$ cat src/rtl/keccak_ctrl_pkg.sv
// Shared types and configuration helpers for the Keccak permutation controller.
// Holds the FSM state encoding and the round-configuration legality check.
package keccak_ctrl_pkg;

    localparam int unsigned KECCAK_ROUNDS = 24;

    typedef enum logic [1:0] {
        ST_IDLE     = 2'd0,
        ST_WAIT_BLK = 2'd1,
        ST_PERMUTE  = 2'd2,
        ST_DONE     = 2'd3
    } keccak_ctrl_state_e;

    // True when a permutation splits into a whole number of enabled cycles
    function automatic bit rounds_cfg_ok(input int unsigned num_rounds,
                                         input int unsigned rounds_per_cycle);
        return (rounds_per_cycle != 0) && (rounds_per_cycle <= num_rounds) &&
               ((num_rounds % rounds_per_cycle) == 0);
    endfunction

endpackage

$ cat src/rtl/keccak_perm_ctrl_if.sv
// Control/handshake bundle between the register/absorb side and the permutation controller.
// The master side drives job requests; the slave side is the controller.
interface keccak_perm_ctrl_if #(
    parameter int unsigned BLK_W = 4,
    parameter int unsigned RND_W = 5
);
    logic             start_i;
    logic [BLK_W-1:0] num_blocks_m1_i;
    logic             abort_i;
    logic             ready_dp_i;
    logic             block_valid_i;
    logic             block_ready_o;
    logic             start_dp_o;
    logic             round_en_o;
    logic [RND_W-1:0] round_idx_o;
    logic [BLK_W-1:0] blk_cnt_o;
    logic             busy_o;
    logic             status_o;
    logic             intr_clr_i;
    logic             keccak_intr_o;

    modport master (
        output start_i, num_blocks_m1_i, abort_i, ready_dp_i, block_valid_i, intr_clr_i,
        input  block_ready_o, start_dp_o, round_en_o, round_idx_o, blk_cnt_o,
               busy_o, status_o, keccak_intr_o
    );

    modport slave (
        input  start_i, num_blocks_m1_i, abort_i, ready_dp_i, block_valid_i, intr_clr_i,
        output block_ready_o, start_dp_o, round_en_o, round_idx_o, blk_cnt_o,
               busy_o, status_o, keccak_intr_o
    );
endinterface

$ cat src/rtl/keccak_round_cnt.sv
// Round counter stepping by a fixed amount per enabled cycle.
// Wraps to zero after the terminal step so the index never leaves the legal range.
module keccak_round_cnt #(
    parameter int unsigned NUM_ROUNDS = 24,
    parameter int unsigned STEP       = 1,
    parameter int unsigned CNT_W      = 5
) (
    input  logic             clk,
    input  logic             rst,
    input  logic             clr,
    input  logic             en,
    output logic [CNT_W-1:0] cnt,
    output logic             last_c
);
    localparam logic [CNT_W-1:0] LAST_VAL = CNT_W'(NUM_ROUNDS - STEP);
    localparam logic [CNT_W-1:0] STEP_VAL = CNT_W'(STEP);

    assign last_c = (cnt == LAST_VAL);

    always_ff @(posedge clk or posedge rst) begin
        if (rst) begin
            cnt <= '0;
        end else if (clr) begin
            cnt <= '0;
        end else if (en) begin
            cnt <= last_c ? '0 : cnt + STEP_VAL;
        end
    end
endmodule

$ cat src/rtl/keccak_perm_ctrl.sv
// Multi-block job sequencer for the Keccak round datapath: absorb handshake,
// round stepping, abort, and a sticky software-clearable completion interrupt.
module keccak_perm_ctrl
    import keccak_ctrl_pkg::*;
#(
    parameter  int unsigned NUM_ROUNDS       = KECCAK_ROUNDS,
    parameter  int unsigned ROUNDS_PER_CYCLE = 1,
    parameter  int unsigned MAX_BLOCKS       = 16,
    localparam int unsigned RND_W            = $clog2(NUM_ROUNDS),
    localparam int unsigned BLK_W            = $clog2(MAX_BLOCKS)
) (
    input logic               clk_i,
    input logic               rst_i,
    keccak_perm_ctrl_if.slave bus
);
    if (!rounds_cfg_ok(NUM_ROUNDS, ROUNDS_PER_CYCLE)) begin : g_bad_rounds_cfg
        $error("NUM_ROUNDS must be a non-zero multiple of ROUNDS_PER_CYCLE");
    end

    keccak_ctrl_state_e state, state_nxt;

    logic [BLK_W-1:0] blk_cnt;
    logic [BLK_W-1:0] blk_last;
    logic             status;
    logic             intr;
    logic [RND_W-1:0] rnd_cnt;
    logic             rnd_last_c;

    logic accept_c, rnd_clr_c, blk_inc_c, done_c;
    logic block_ready_c, start_dp_c, round_en_c;

    keccak_round_cnt #(
        .NUM_ROUNDS (NUM_ROUNDS),
        .STEP       (ROUNDS_PER_CYCLE),
        .CNT_W      (RND_W)
    ) u_round_cnt (
        .clk    (clk_i),
        .rst    (rst_i),
        .clr    (rnd_clr_c),
        .en     (round_en_c),
        .cnt    (rnd_cnt),
        .last_c (rnd_last_c)
    );

    always_ff @(posedge clk_i or posedge rst_i) begin
        if (rst_i) state <= ST_IDLE;
        else       state <= state_nxt;
    end

    // Abort outranks both the block handshake and the last-round decision
    always_comb begin
        state_nxt     = state;
        accept_c      = 1'b0;
        rnd_clr_c     = 1'b0;
        blk_inc_c     = 1'b0;
        done_c        = 1'b0;
        block_ready_c = 1'b0;
        start_dp_c    = 1'b0;
        round_en_c    = 1'b0;
        case (state)
            ST_IDLE: begin
                if (bus.start_i && bus.ready_dp_i) begin
                    accept_c  = 1'b1;
                    state_nxt = ST_WAIT_BLK;
                end
            end
            ST_WAIT_BLK: begin
                if (bus.abort_i) begin
                    state_nxt = ST_IDLE;
                end else begin
                    block_ready_c = 1'b1;
                    if (bus.block_valid_i) begin
                        start_dp_c = 1'b1;
                        rnd_clr_c  = 1'b1;
                        state_nxt  = ST_PERMUTE;
                    end
                end
            end
            ST_PERMUTE: begin
                if (bus.abort_i) begin
                    state_nxt = ST_IDLE;
                end else begin
                    round_en_c = 1'b1;
                    if (rnd_last_c) begin
                        if (blk_cnt == blk_last) begin
                            state_nxt = ST_DONE;
                        end else begin
                            blk_inc_c = 1'b1;
                            state_nxt = ST_WAIT_BLK;
                        end
                    end
                end
            end
            ST_DONE: begin
                done_c    = 1'b1;
                state_nxt = ST_IDLE;
            end
            default: state_nxt = ST_IDLE;
        endcase
    end

    // Job bookkeeping; a completion set wins over a same-cycle interrupt clear
    always_ff @(posedge clk_i or posedge rst_i) begin
        if (rst_i) begin
            blk_cnt  <= '0;
            blk_last <= '0;
            status   <= 1'b0;
            intr     <= 1'b0;
        end else begin
            if (accept_c) begin
                blk_cnt  <= '0;
                blk_last <= bus.num_blocks_m1_i;
                status   <= 1'b0;
            end else if (blk_inc_c) begin
                blk_cnt <= blk_cnt + BLK_W'(1);
            end
            if (done_c) status <= 1'b1;
            if (done_c)                intr <= 1'b1;
            else if (bus.intr_clr_i)   intr <= 1'b0;
        end
    end

    assign bus.block_ready_o = block_ready_c;
    assign bus.start_dp_o    = start_dp_c;
    assign bus.round_en_o    = round_en_c;
    assign bus.round_idx_o   = (state == ST_PERMUTE) ? rnd_cnt : '0;
    assign bus.blk_cnt_o     = blk_cnt;
    assign bus.busy_o        = (state != ST_IDLE);
    assign bus.status_o      = status;
    assign bus.keccak_intr_o = intr;
endmodule

$ cat src/flat_wrapper.sv
// flat-port wrapper written by rule: the top's interface ports become plain ports
module keccak_perm_ctrl_flat import keccak_ctrl_pkg::*;
#(
    parameter  int unsigned NUM_ROUNDS       = KECCAK_ROUNDS,
    parameter  int unsigned ROUNDS_PER_CYCLE = 1,
    parameter  int unsigned MAX_BLOCKS       = 16,
    localparam int unsigned RND_W            = $clog2(NUM_ROUNDS),
    localparam int unsigned BLK_W            = $clog2(MAX_BLOCKS)
)
  (clk_i, rst_i, bus_start_i, bus_num_blocks_m1_i, bus_abort_i, bus_ready_dp_i, bus_block_valid_i, bus_intr_clr_i, bus_block_ready_o, bus_start_dp_o, bus_round_en_o, bus_round_idx_o, bus_blk_cnt_o, bus_busy_o, bus_status_o, bus_keccak_intr_o);
  keccak_perm_ctrl_if #(.BLK_W(4), .RND_W(5)) bus_i ();
  input logic clk_i;
  input logic rst_i;
  input wire logic [$bits(bus_i.start_i)-1:0] bus_start_i;
  input wire logic [$bits(bus_i.num_blocks_m1_i)-1:0] bus_num_blocks_m1_i;
  input wire logic [$bits(bus_i.abort_i)-1:0] bus_abort_i;
  input wire logic [$bits(bus_i.ready_dp_i)-1:0] bus_ready_dp_i;
  input wire logic [$bits(bus_i.block_valid_i)-1:0] bus_block_valid_i;
  input wire logic [$bits(bus_i.intr_clr_i)-1:0] bus_intr_clr_i;
  output wire logic [$bits(bus_i.block_ready_o)-1:0] bus_block_ready_o;
  output wire logic [$bits(bus_i.start_dp_o)-1:0] bus_start_dp_o;
  output wire logic [$bits(bus_i.round_en_o)-1:0] bus_round_en_o;
  output wire logic [$bits(bus_i.round_idx_o)-1:0] bus_round_idx_o;
  output wire logic [$bits(bus_i.blk_cnt_o)-1:0] bus_blk_cnt_o;
  output wire logic [$bits(bus_i.busy_o)-1:0] bus_busy_o;
  output wire logic [$bits(bus_i.status_o)-1:0] bus_status_o;
  output wire logic [$bits(bus_i.keccak_intr_o)-1:0] bus_keccak_intr_o;
  assign bus_i.start_i = bus_start_i;
  assign bus_i.num_blocks_m1_i = bus_num_blocks_m1_i;
  assign bus_i.abort_i = bus_abort_i;
  assign bus_i.ready_dp_i = bus_ready_dp_i;
  assign bus_i.block_valid_i = bus_block_valid_i;
  assign bus_i.intr_clr_i = bus_intr_clr_i;
  assign bus_block_ready_o = bus_i.block_ready_o;
  assign bus_start_dp_o = bus_i.start_dp_o;
  assign bus_round_en_o = bus_i.round_en_o;
  assign bus_round_idx_o = bus_i.round_idx_o;
  assign bus_blk_cnt_o = bus_i.blk_cnt_o;
  assign bus_busy_o = bus_i.busy_o;
  assign bus_status_o = bus_i.status_o;
  assign bus_keccak_intr_o = bus_i.keccak_intr_o;
  keccak_perm_ctrl #(.NUM_ROUNDS(NUM_ROUNDS), .ROUNDS_PER_CYCLE(ROUNDS_PER_CYCLE), .MAX_BLOCKS(MAX_BLOCKS)) u_core (.clk_i(clk_i), .rst_i(rst_i), .bus(bus_i));
endmodule
$ cat config.mk
export PLATFORM = sky130hd
export DESIGN_NAME = keccak_perm_ctrl_flat
export DESIGN_NICKNAME = d
export VERILOG_FILES = /design/src/rtl/keccak_ctrl_pkg.sv /design/src/rtl/keccak_perm_ctrl_if.sv /design/src/rtl/keccak_round_cnt.sv /design/src/rtl/keccak_perm_ctrl.sv /design/src/flat_wrapper.sv
export SDC_FILE = /design/constraint.sdc
export NUM_CORES = 1
export LEC_CHECK = 0
export BUFFER_PORTS_ARGS = -buffer_cell sky130_fd_sc_hd__buf_2
export CAP_MARGIN = 20
export CORE_ASPECT_RATIO = 0.9
export CORE_MARGIN = 4
export CORE_UTILIZATION = 45
export DETAILED_ROUTE_END_ITERATION = 12
export PLACE_DENSITY = 0.81
export SLEW_MARGIN = 20
export SYNTH_ARGS = -nofsm -noshare
export SYNTH_HDL_FRONTEND = slang
export SYNTH_HIERARCHICAL = 1
export SYNTH_SLANG_ARGS = --single-unit
export TNS_END_PERCENT = 20
$ cat constraint.sdc
create_clock -name clk_i -period 1.7 [get_ports clk_i]
set_clock_uncertainty 0.2 [all_clocks]
set_input_delay 0.51 -clock clk_i [delete_from_list [all_inputs] [get_ports clk_i]]
set_output_delay 0.51 -clock clk_i [all_outputs]
set_load 0.01 [all_outputs]
**After elaboration in Yosys (flattened, before gate mapping)**

Index checks and enable logic that the tools add are counted.
Widths: inputs -> output; s select.

- Reductions and logical operators: 8
- $add $sub $neg: 2
- Equality and inequality tests: 8
- Muxes and demuxes: 30

Operators by type and width:

| kind | count |
|---|---|
| $mux 5 | 4 |
| $mux 1 | 17 |
| $mux 2 | 6 |
| $reduce_bool 2->1 | 5 |
| $mux 4 | 2 |
| $pmux 2 s4 | 1 |
| $ne 3x3->1 const B | 2 |
| $add 5x1->5 const B | 1 |
| $eq 5x5->1 const B | 1 |
| $add 4x1->4 const B | 1 |
| $eq 2x2->1 const B | 2 |
| $eq 4x4->1 | 1 |
| $reduce_and 3->1 | 1 |
| $eq 2x1->1 const B | 1 |
| $logic_not 2->1 | 1 |
| $ne 2x1->1 const B | 1 |
| $logic_and 1x1->1 | 1 |

- Bits of input ports: 11
- Bits in registers: 17
- Output and inout port bits: 15
- Logic and storage cells: 54

**Logic depth before layout (Yosys ltp)**

- Depth after elaboration: 7
- Mapped depth: 6

**By module**

Netlist, hierarchy kept.

By module, submodules not included:

| module | instances | sequential area each (um2) | cells each | area an instance (um2) |
|---|---|---|---|---|
| keccak_perm_ctrl | 1 | 300.3 | 73 | 663.1 |
| keccak_round_cnt | 1 | 125.1 | 22 | 244.0 |

**Worst setup path before layout**

No wires, ideal clock.

- Kind: input to output
- From: input port bus_abort_i
- To: output port bus_start_dp_o
- Data required time: 0.990 ns
- Slack: -0.252 ns
- Stages on the path: 2
- Arrival: 1.242 ns
- Path buffers: 0
- Path through: nor3b_1 > and2_1

- Longest elaborated chain between the ends: 2

Ends and longest elaborated chain:

| item | line | source |
|---|---|---|
| start, declared | flat_wrapper.sv:16 | `input wire logic [$bits(bus_i.abort_i)-1:0] bus_abort_i;` |
| $mux 1 | keccak_perm_ctrl.sv:68 | `if (bus.abort_i) begin` |
| $mux 1 | keccak_perm_ctrl.sv:60 | `case (state)` |
| end, declared | flat_wrapper.sv:21 | `output wire logic [$bits(bus_i.start_dp_o)-1:0] bus_start_dp_o;` |

Every way passes these cells.

**Final worst setup path**

- From: register u_core.state[0]
- To: output port bus_start_dp_o

- Longest elaborated chain between the ends: 2

Ends and longest elaborated chain:

| item | line | source |
|---|---|---|
| start, declared | keccak_perm_ctrl.sv:20 | `keccak_ctrl_state_e state, state_nxt;` |
| start signal, assigned | keccak_perm_ctrl.sv:47 | `else state <= state_nxt;` |
| $eq 2x1->1 | keccak_perm_ctrl.sv:60 |  |
| $mux 1 | keccak_perm_ctrl.sv:60 |  |

Every way passes these cells.

==> results.txt <==
----------------------------------------------------
[Global route]
  Antenna violations before repair ... 0
  Maximum number of pins on one net before global-route repair ... 13
  Busiest grt layer ... met2
  Wire length of the first global-routing pass ... around 4000 um
  Met3 layer usage reported by global route ... around 3.3%
  Vias in the first global route ... 897
  Met2 Track Usage GR ... a little under a third
  Final global-route overflow total ... 0
  All-Layer GR Usage ... between 10% and 20%
  Met1 usage ... 23.1%

[Finish]
  Fill cells ... approximately 150
  # diodes ... 0
  Final nets ... 152
  Finished Cell Area ... approximately 1300 sq um
  Synth-to-Final Area Change ... 41.5%
  Ratio of cells with drive above 1 in the final layout ... about two fifths
  Finished Layout Cells ... around 160
  Final core occ ... 67.1%

[Power and ir drop]
  Leakage power figure ... 0.688 nW
  Power Density ... just over 800 nW/um^2
  IR Drop Worst-Case VDD ... slightly above 0.5 mV

[Clocking]
  CTS H-tree lvls ... 1
  CTS Sinks ... 17
  TritonCTS buffer count ... 3
  Clock latency of the later-clocked register in the worst-skew pair ... slightly above 0.3 ns
  Root buffer cell ... sky130_fd_sc_hd__clkbuf_4
  TritonCTS clock tree ... done
  Clock slew at reported path FFs ... roughly 0.11 ns
  Buffers from clock root to sink, at most ... 2

[Floorplan]
  Top Ports ... 26
  Die area ... 2800 sq um
  Die boundary width ... about 55 um
  Placeable Area ... around 1900 sq um
  Effective utilization at floorplan ... between 40 and 50%
  Standard-cell rows ... 15
  Die boundary height ... between 50 and 60 um

[Yosys]
  Synthesized net count ... 108
  Fraction of registers with async set or reset after synthesis ... 100%
  Count of synthesis-stage warnings from yosys ... 6
  Sequential area share after synthesis ... roughly 47%
  Register bit total from synthesis ... 17
  Cell variety after synth ... 29
  Cells after synthesis ... 95
  Predominant post-synthesis flop cell ... sky130_fd_sc_hd__dfrtp_1
  Combined area of all synthesized cells ... around 910 sq um
  Mean instance size in the synthesized netlist ... 9.55 sq um
  Count of flip-flops with a built-in enable after synthesis ... 0

[STA]
  Worst path setup slack after routing ... -0.302 ns
  Unrepaired setup endpoints after global routing ... true
  Highest attainable clock frequency ... roughly 0.5 GHz
  Total count of hold-check failures in the final report ... 0
  Part of the cycle the worst path needs ... 118%
  Clock period minus worst slack ... 2.00 ns
  Max Slew Vio Count ... 0
  Total setup violations reported at the end of the flow ... 13
  Worst relative slew slack ... 67.2%
  Worst Tran Pin Value ... around 0.5 ns

[Critical path]
  Data required time of the worst path ... roughly 1 ns
  Type of the worst setup path ... flip-flop to primary output
  Crit start category ... flip-flop
  Start of the worst register-to-register path ... u_core/u_round_cnt/cnt[1]
  Startpoint of the most critical setup path ... u_core/state[0]
  Critical path capture point type ... primary output
  Highest net fanout along the worst path ... 7
  Arrival time of the worst setup path ... 1.29 ns

[Hold path]
  Hold path startpoint ... bus_intr_clr_i
  Worst hold path class ... primary input to flip-flop

[Drt]
  Per-cell routed wire length ... about 15 um
  Detail Route Antenna Nets ... 0
  Count of TritonRoute iterations in the first routing pass ... 4
  Average vias per placed instance ... about 5.2
  Number of DRC markers in iteration 0 ... 26
  Total detailed-routing wirelength ... 2520 um
  Total vias in the final route ... ~850
  Final routed DRC violation total ... 0

[Place]
  Cell count after placement ... approximately 150
  Post-Place Cell Area ... around 1100 sq um
  RePlAce Congestion ... 0.813
  Post-detailed-placement half-perimeter wirelength ... between 1500 and 2000 um
  Number of buffers inserted by port buffering ... 25

[Run status]
  Run status ... finished, violations left
  Violations in the final reports ... negative setup slack

[Run]
  Maximum Capacitance Violations ... 0

----------------------------------------------------
## worst paths after layout
kind / end / slack [ns] / depth (start not counted)
max: bus_start_dp_o / -0.30 / 3
min: u_core/bus.keccak_intr_o / 0.18 / 2
max reg2reg: u_core/bus.blk_cnt_o[3] / -0.17 / 6
min reg2reg: u_core/blk_last[0] / 0.32 / 2
max in group asynchronous: u_core/state[1] / 0.36 / 3
min in group asynchronous: u_core/u_round_cnt/cnt[0] / 0.46 / 3
## registers in the layout, indices dropped and copies added, names as in the netlist
signal                    count
u_core/bus.keccak_intr_o      1
u_core/bus.blk_cnt_o          4
u_core/state                  2
u_core/u_round_cnt/cnt        5
u_core/blk_last               4
u_core/bus.status_o           1
## layer usage
metal  share of wire [%]  vias up
met1                  41      394
met3                 6.3        7
met2                  51       51
met4                 2.2        0
met5                   0        -
li1                    -      400
## layout make-up
cell class	instances	area, sq um	area share (%)
Clock buffer	3	22.5	1.75
Clock inverter	1	5.00	0.390
Inverter	5	18.8	1.46
Multi-Input combinational cell	71	490	38.2
Sequential cell	17	428	33.3
Tap cell	25	31.3	2.44
Timing Repair Buffer	41	288	22.4
## layout by cell type, fill, tap and decap left out, types with 2 or more instances in the layout
master	instances
sky130_fd_sc_hd__buf_2	21
sky130_fd_sc_hd__nand2_1	20
sky130_fd_sc_hd__dfrtp_1	15
sky130_fd_sc_hd__buf_4	11
sky130_fd_sc_hd__buf_6	8
sky130_fd_sc_hd__nor2_1	7
sky130_fd_sc_hd__xnor2_1	6
sky130_fd_sc_hd__inv_1	5
sky130_fd_sc_hd__and2_1	5
sky130_fd_sc_hd__mux2i_1	4
sky130_fd_sc_hd__clkbuf_4	3
sky130_fd_sc_hd__nand4_1	3
sky130_fd_sc_hd__nor2b_1	2
sky130_fd_sc_hd__o21ai_0	2
sky130_fd_sc_hd__dfrtp_2	2
sky130_fd_sc_hd__xor2_1	2
## cell usage after synthesis (2+ instances only)
library cell / n / share of area, %
sky130_fd_sc_hd__nand4_1: 3 / 2.1
sky130_fd_sc_hd__and2_1: 6 / 4.1
sky130_fd_sc_hd__o21ai_0: 2 / 1.1
sky130_fd_sc_hd__xnor2_1: 6 / 5.8
sky130_fd_sc_hd__nor2b_1: 3 / 2.1
sky130_fd_sc_hd__inv_1: 5 / 2.1
sky130_fd_sc_hd__xor2_1: 2 / 1.9
sky130_fd_sc_hd__nand2_1: 20 / 8.3
sky130_fd_sc_hd__ha_1: 2 / 2.8
sky130_fd_sc_hd__mux2i_1: 4 / 4.4
sky130_fd_sc_hd__dfrtp_1: 17 / 47
sky130_fd_sc_hd__nor2_1: 8 / 3.3
## timing repair
action | in CTS | in global routing
hold buffers | 1 | 0
setup buffers | 3 | 1
resized for setup | 13 | 5
endpoints found under the hold margin | 5 | 0
setup endpoints to repair | 14 | 16
pin swaps | 6 | 5
## logic make-up after synthesis
logic type	synth area share [%]
and+or+nand+nor	27.9
DFF	46.9
AOI/OAI and AO/OA	6.62
xor gates and xnor gates	7.72
buffers and inverters	3.72
muxes	4.41
adders and majority gates	2.76
## critical path, stage by stage, from the launching register on
cell and delay (ns):
sky130_fd_sc_hd__dfrtp_2 0.48, sky130_fd_sc_hd__nor3b_2 0.23, sky130_fd_sc_hd__and2_4 0.18, sky130_fd_sc_hd__buf_6 0.09
## power breakdown
group / switching [mW] / internal [mW] / total, mW
sequential: 0.0573 / 0.454 / 0.512
combinational: 0.140 / 0.147 / 0.287
clock: 0.149 / 0.0880 / 0.237
total: 0.347 / 0.690 / 1.04
## per-stage QoR
stage               power (mW)  setup slack, ns  hold WS (ns)  setup TNS (ns)
global route              1.08           -0.345         0.193           -3.46
detailed placement       0.735           -0.133         0.231          -0.885
global placement         0.714           -0.109         0.225          -0.453
finish                    1.04           -0.302         0.180           -2.79
floorplan                0.629          -0.0633        0.0885          -0.131
CTS                      0.987           -0.284         0.182           -2.46
(Power assumes the default switching activity.)
